## config.mk

```make
export PLATFORM = sky130hd
export DESIGN_NAME = cons_bus_arbiter
export DESIGN_NICKNAME = d
export VERILOG_FILES = /design/src/rtl/cons_bus_arbiter.sv
export SDC_FILE = /design/constraint.sdc
export NUM_CORES = 1
export LEC_CHECK = 0
export BUFFER_PORTS_ARGS = -buffer_cell sky130_fd_sc_hd__buf_4
export CAP_MARGIN = 0
export CORE_ASPECT_RATIO = 1.2
export CORE_MARGIN = 2
export CORE_UTILIZATION = 55
export CTS_CLUSTER_SIZE = 14
export DETAILED_ROUTE_END_ITERATION = 12
export PLACE_DENSITY = 0.77
export SYNTH_ARGS = -nofsm -noshare
export SYNTH_HDL_FRONTEND = slang
export SYNTH_SLANG_ARGS = --single-unit
```

## constraint.sdc

```tcl
create_clock -name clk -period 13.4 [get_ports clk]
set_clock_uncertainty 0.15 [all_clocks]
set_input_delay 1.34 -clock clk [delete_from_list [all_inputs] [get_ports clk]]
set_output_delay 1.34 -clock clk [all_outputs]
set_load 0.05 [all_outputs]
```

## src/rtl/cons_bus_arbiter.sv

```systemverilog
// Shared-bus arbiter: a host->device load path and a device->host output-descriptor FIFO
// share one bus. A one-cycle turnaround is inserted whenever the bus direction changes.
module cons_bus_arbiter #(
  parameter int unsigned FIFO_DEPTH = 4,
  parameter int unsigned DATA_WIDTH = 32,
  parameter int unsigned BURST_LEN  = 3
) (
  input  logic                  clk,
  input  logic                  arst_n_in,
  input  logic                  ld_req,
  output logic                  ld_grant,
  input  logic                  out_push,
  input  logic [31:0]           out_x,
  input  logic [31:0]           out_y,
  input  logic [31:0]           out_ch,
  input  logic [DATA_WIDTH-1:0] out_data,
  output logic                  out_full,
  output logic                  bus_valid,
  input  logic                  bus_ready,
  output logic [31:0]           bus_x,
  output logic [31:0]           bus_y,
  output logic [31:0]           bus_ch,
  output logic [DATA_WIDTH-1:0] bus_data,
  output logic                  bus_dir,
  output logic                  overflow_err
);

  localparam int unsigned PtrW   = (FIFO_DEPTH > 1) ? $clog2(FIFO_DEPTH) : 1;
  localparam int unsigned CntW   = $clog2(FIFO_DEPTH) + 1;
  localparam int unsigned EntW   = 96 + DATA_WIDTH;
  localparam int unsigned BurstW = (BURST_LEN > 1) ? $clog2(BURST_LEN) : 1;

  localparam logic [CntW-1:0]   AfullLvl  = CntW'(FIFO_DEPTH - 1);
  localparam logic [CntW-1:0]   FullLvl   = CntW'(FIFO_DEPTH);
  localparam logic [BurstW-1:0] BurstLast = BurstW'(BURST_LEN - 1);

  typedef enum logic [1:0] {StIdle, StLoad, StTurn, StDrain} state_e;

  logic [EntW-1:0]   r_mem [FIFO_DEPTH];
  logic [PtrW-1:0]   r_wptr, r_rptr;
  logic [CntW-1:0]   r_cnt;
  logic              r_ovf;
  state_e            r_state, w_state_next;
  state_e            r_tgt, w_tgt_next;
  logic              r_last_dir, w_last_dir_next;
  logic [BurstW-1:0] r_drain_cnt, w_drain_cnt_next;

  logic              w_pop, w_push_ok;
  logic [CntW-1:0]   w_cnt_after_pop;
  logic [EntW-1:0]   w_head;

  assign w_pop           = bus_valid && bus_ready;
  assign w_push_ok       = out_push && (!out_full || w_pop);
  assign w_cnt_after_pop = r_cnt - CntW'(w_pop);
  assign w_head          = r_mem[r_rptr];

  // Storage is not reset; entries are discarded by clearing the pointers and count.
  always_ff @(posedge clk) begin
    if (w_push_ok) begin
      r_mem[r_wptr] <= {out_data, out_ch, out_y, out_x};
    end
  end

  always_ff @(posedge clk) begin
    if (!arst_n_in) begin
      r_wptr <= '0;
      r_rptr <= '0;
      r_cnt  <= '0;
      r_ovf  <= 1'b0;
    end else begin
      if (w_push_ok) r_wptr <= r_wptr + PtrW'(1);
      if (w_pop)     r_rptr <= r_rptr + PtrW'(1);
      r_cnt <= r_cnt + CntW'(w_push_ok) - CntW'(w_pop);
      if (out_push && !w_push_ok) r_ovf <= 1'b1;
    end
  end

  always_ff @(posedge clk) begin
    if (!arst_n_in) begin
      r_state     <= StIdle;
      r_tgt       <= StLoad;
      r_last_dir  <= 1'b0;
      r_drain_cnt <= '0;
    end else begin
      r_state     <= w_state_next;
      r_tgt       <= w_tgt_next;
      r_last_dir  <= w_last_dir_next;
      r_drain_cnt <= w_drain_cnt_next;
    end
  end

  always_comb begin
    w_state_next     = r_state;
    w_tgt_next       = r_tgt;
    w_last_dir_next  = r_last_dir;
    w_drain_cnt_next = r_drain_cnt;
    unique case (r_state)
      StIdle: begin
        if (ld_req && (r_cnt < AfullLvl)) begin
          if (!r_last_dir) begin
            w_state_next    = StLoad;
            w_last_dir_next = 1'b0;
          end else begin
            w_state_next = StTurn;
            w_tgt_next   = StLoad;
          end
        end else if (r_cnt != '0) begin
          if (r_last_dir) begin
            w_state_next     = StDrain;
            w_last_dir_next  = 1'b1;
            w_drain_cnt_next = '0;
          end else begin
            w_state_next = StTurn;
            w_tgt_next   = StDrain;
          end
        end
      end
      StLoad: begin
        if (!ld_req) begin
          w_state_next = StIdle;
        end else if (r_cnt >= AfullLvl) begin
          w_state_next = StTurn;
          w_tgt_next   = StDrain;
        end
      end
      StTurn: begin
        w_state_next     = r_tgt;
        w_last_dir_next  = (r_tgt == StDrain);
        w_drain_cnt_next = '0;
      end
      StDrain: begin
        // Saturates at the burst limit so a late ld_req still gets its turn.
        if (w_pop && (r_drain_cnt != BurstLast)) w_drain_cnt_next = r_drain_cnt + BurstW'(1);
        if (w_cnt_after_pop == '0) begin
          w_state_next = StIdle;
        end else if (ld_req && w_pop && (r_drain_cnt == BurstLast) &&
                     (w_cnt_after_pop < AfullLvl)) begin
          w_state_next = StTurn;
          w_tgt_next   = StLoad;
        end
      end
      default: w_state_next = StIdle;
    endcase
  end

  // Grant is withdrawn as soon as the FIFO is almost full, ahead of the turnaround.
  always_comb begin
    ld_grant  = 1'b0;
    bus_valid = 1'b0;
    bus_dir   = r_last_dir;
    case (r_state)
      StLoad: begin
        ld_grant = (r_cnt < AfullLvl);
        bus_dir  = 1'b0;
      end
      StDrain: begin
        bus_valid = (r_cnt != '0);
        bus_dir   = 1'b1;
      end
      default: ;
    endcase
  end

  assign out_full     = (r_cnt == FullLvl);
  assign overflow_err = r_ovf;
  assign bus_x        = w_head[31:0];
  assign bus_y        = w_head[63:32];
  assign bus_ch       = w_head[95:64];
  assign bus_data     = w_head[EntW-1:96];

endmodule

```

# Word-level counts from Yosys, hierarchy flattened
# Memories as Yosys holds them, arrays and structs flattened. A register that Yosys moved wholly into a read port is not among the register bits.
# Index checks and enable logic that the tools add are counted.
# W data, S select, Z words.
dict set report word_totals {
  ff_bits 15
  ram_bits 512
  inputBits 133
  output_inout_bits 133
  elab_cells 93
  mem_count 1
}
# memory words width rd rd_ports_with_merged_regs wr line
set mem_list {}
lappend mem_list {r_mem 4 128 1 1 1 39} ;# logic [EntW-1:0] r_mem [FIFO_DEPTH];
dict set report op_classes {
  n_addsub 6
  n_lt_le_gt_ge 3
  n_eq_ne 20
  muxes 34
  n_reduce_logical 21
}
# operator n
set op_table {}
lappend op_table {{$mux W2} 21}
lappend op_table {{$ne A2 B2 Y1 const B} 9}
lappend op_table {{$ne A3 B3 Y1 const B} 5}
lappend op_table {{$pmux W2 S3} 2}
lappend op_table {{$reduce_bool A3 Y1} 3}
lappend op_table {{$eq A2 B2 Y1 const B} 4}
lappend op_table {{$logic_and A1 B1 Y1} 8}
lappend op_table {{$mux W1} 8}
lappend op_table {{$pmux W2 S4} 1}
lappend op_table {{$reduce_and A8 Y1} 1}
lappend op_table {{$add A2 B1 Y2 const B} 3}
lappend op_table {{$lt A3 B2 Y1 const B} 2}
lappend op_table {{$sub A3 B1 Y3} 2}
lappend op_table {{$reduce_and A5 Y1} 1}
lappend op_table {{$pmux W1 S2} 2}
lappend op_table {{$add A3 B1 Y3} 1}
lappend op_table {{$eq A3 B3 Y1 const B} 1}
lappend op_table {{$ge A3 B2 Y1 const B} 1}
lappend op_table {{$logic_not A3 Y1} 1}
lappend op_table {{$reduce_and A3 Y1} 1}
lappend op_table {{$eq A2 B1 Y1 const B} 1}
lappend op_table {{$logic_not A1 Y1} 2}
lappend op_table {{$logic_not A2 Y1} 1}
lappend op_table {{$reduce_and A2 Y1} 1}
lappend op_table {{other kinds (2)} 2}

# Longest topological paths before layout
dict set report depth {
  depth_word 9
  depth_mapped 10
  ltp_nobuf 10
}

# Worst setup path after synthesis
# Ideal clock, no wire load.
dict set report synth_path {
  path_kind {input -> register}
  from {in bus_ready}
  to {mem r_mem[0][0] (netlist name), enable pin}
  setup_ns 0.502
  t_arrival_ns 4.738
  t_required_ns 12.748
  slack_ns 8.010
  cell_stages 3
  n_path_buf 0
  cell_sequence {nand3_1 a21boi_2 and2_1}
}
dict set report synth_between {
  elab_chain_len 5
}
# item line
set synth_lines {}
lappend synth_lines {{from (decl)} 19} ;# input logic bus_ready,
lappend synth_lines {{$logic_and A1 B1 Y1} 52} ;# assign w_pop = bus_valid && bus_ready;
lappend synth_lines {{$logic_or A1 B1 Y1} 53} ;# assign w_push_ok = out_push && (!out_full || w_pop);
lappend synth_lines {{$logic_and A1 B1 Y1} 53}
lappend synth_lines {{$mux W1} 59} ;# if (w_push_ok) begin
lappend synth_lines {{$mux W1 (implied by the code)} 60} ;# r_mem[r_wptr] <= {out_data, out_ch, out_y, out_x};
lappend synth_lines {{to (decl)} 39}
# Every way passes these cells.

==> results_dict.tcl <==
set metrics [dict create \
    netlist_area_um2 19400 \
    core_area_um2 34900 \
    crit_fanout 67 \
    swShare 0.285 \
    p_sw_w 0.00119 \
    firstDrtPassIters 5 \
    path_cells "buf_4 > mux4_2 > buf_4" \
    p_int_w 0.00298 \
    rows 75 \
    cts_num_sinks 528 \
    fmax_mhz 217 \
    syn2layout_area_growth_pct 20.1 \
    max-vdd-ir-drop_v 0.000141 \
    yosys_warnings 0 \
    final_util 0.669 \
    finalWeightedCongestion 0.858 \
    ys_seq_area_frac 0.808 \
    place.port_buffers 265 \
    hpwlAfterDp_mm 21.8 \
    drc_errors 0 \
    p_clk_frac 0.295 \
    antenna_found_initial 2 \
    p_seq_frac 0.501 \
    avgViaCountPerCell 5.69 \
    required_ps 11910 \
    synthesis.nets 931 \
    report.power.total_w 0.00417 \
    post-cts-setup-buffers 0 \
    die_y_um 210 \
    die-area_um2 36900 \
    yosys_register_bits 528 \
    ant_nets 0 \
    cts.repair.resized 0 \
    setup_viol 0 \
    drtIter0Drc 663 \
    endpoint_kind "output pin" \
    rsz0062_at_grt "false" \
    cp_slowest_cell "dfxtp_4" \
    max_slew_margin 0.260 \
    tightest_slew_ps 1110 \
    htreeDepth 2 \
    final.min_clock_period_ps 4610 \
    synth_cell_types 44 \
    hp-class "reg -> reg" \
    wl_mm 36.5 \
    stdcell_area_um2 23300 \
    final_common_cell "edfxtp_1" \
    nNetsFinal 1226 \
    power_density_nw_per_um2 179 \
    syn_area_per_cell_um2 24.8 \
    syn_inst 785 \
    combinationalPowerShare 0.205 \
    vias 8983 \
    critPathMaxStageDelay_ps 940 \
    clk_latency_ps 550 \
    mostFrequentLayoutCells "512 x edfxtp_1, 275 x buf_4, 128 x mux4_2" \
    grt_pass1_wl_mm 54.7 \
    grt_max_degree 75 \
    grt_pass1_vias 9224 \
    grt-ovfl-total 0 \
    wl_per_cell_um 23.1 \
    numCtsBuffers 48 \
    io_pins 266 \
    hold_viol_final 0 \
    setup_tns_ps 0 \
    cts_hold_buf 0 \
    slew_viol_final 0 \
    crit_top_cell "buf_4" \
    clkSlewWorstSetupHoldPaths_ps 60 \
    cp.arrival_ps 3120 \
    drive_above_1_share 0.428 \
    cts_buffer_depth 3 \
    p_leak_nw 7.76 \
    dieWidth_um 176 \
    maxCapViolCount 0 \
    fin_crit_sh 0.344 \
    root_buffer "clkbuf_16" \
    grt_usage 0.199 \
    outcome "complete, no violations" \
    start_util 0.557 \
    path_class "reg -> out" \
    place_area_um2 21900 \
    cts_tree "done" \
    startpoint_type "flip-flop" \
]
path summary, 6_finish.rpt:
kind              slack [ps]                           to                         from  cells after the start
hold reg to reg          330  r_drain_cnt[0]$_SDFFE_PN0P_  r_drain_cnt[0]$_SDFFE_PN0P_                      2
hold / removal           330  r_drain_cnt[0]$_SDFFE_PN0P_  r_drain_cnt[0]$_SDFFE_PN0P_                      2
setup / recovery        8790                  bus_data[4]                    flip-flop                      3
setup reg to reg        9510       r_mem[3][51]$_DFFE_PP_      r_state[1]$_SDFFE_PN0P_                      5
cell type report:
type                            count  area, um^2
Fill cell                        2275       11600
Clock inverter                     18        91.3
Multi-Input combinational cell    215        3540
Sequential cell                   528       15700
Inverter                           12        45.0
Antenna cell                        1        2.50
Tap cell                          462         578
Clock buffer                       67        1310
Timing Repair Buffer              275        2060
per-layer routing:
metal / routed length (um) / GRT usage / up-vias
met4: 846 / 0.0636 / 4
li1: - / - / 3930
met1: 14500 / 0.276 / 4674
met5: 28 / 0 / -
met2: 18300 / 0.320 / 323
met3: 2770 / 0.0478 / 52
Yosys cell counts, drive strengths merged:
cell type	instances	area, um^2
or3	4	30.0
a32oi	1	8.76
dfxtp	16	320
clkbuf	3	11.3
a211oi	1	7.51
nand4b	1	8.76
and4	1	11.3
mux4	128	2880
and2	7	43.8
xnor2	4	35.0
a41oi	1	16.3
nor4	1	6.26
ha	12	150
xor2	1	8.76
nand3	5	25.0
mux2i	2	20.0
nand4	1	6.26
clkinv	1	3.75
o31ai	1	7.51
o311a	1	10.0
a31oi	3	18.8
nand2	5	18.8
o211ai	1	7.51
a21boi	1	11.3
nand2b	2	12.5
o211a	1	10.0
nor2b	1	6.26
and3	1	6.26
nor3b	1	12.5
fa	1	20.0
edfxtp	512	15400
buf	27	154
o2111ai	1	8.76
or2	2	12.5
o21ai	4	20.0
nor3	2	15.0
inv	11	41.3
a21oi	6	30.0
nor2	11	41.3
kinds of logic after synthesis:
kind of cell,synth area share
adder cells (fa/ha/maj),0.00876
XOR/XNOR,0.00225
multiplexers,0.149
buffers and inverters,0.0108
flip-flops,0.808
AO/OA/AOI/OAI,0.00805
AND/OR/NAND/NOR,0.0132
power by group through the flow:
stage,registers [W],clock network [W],logic [W]
final,0.00209,0.00123,0.000854
after global routing,0.00211,0.00132,0.000902
after CTS,0.00209,0.00126,0.000867
after detailed placement,0.00212,0,0.000864
after global placement,0.00211,0,0.000860
after floorplan,0.00212,0,0.000588
sequential cells by signal (all words and copies together), names as in the netlist, named ones only:
register      cells
r_drain_cnt       2
r_wptr            2
r_tgt             1
r_mem           512
overflow_err      1
r_rptr            2
r_cnt             3
r_last_dir        1
r_state           2
stage by stage:
step	cells	worst slack (ps)	hold WS, ps
after floorplan	785	8010	297
after global placement	1492	8810	309
after detailed placement	1492	8740	322
after CTS	1577	8660	331
after global routing	1577	8510	354
final	1578	8790	330
worst max-delay path: cells and delay by family (launching register included):
family	cells	cell delay (ps)
mux	1	460
buf+inv	2	1090
flops	1	940
Note: power is estimated with default switching activity, not from simulation.
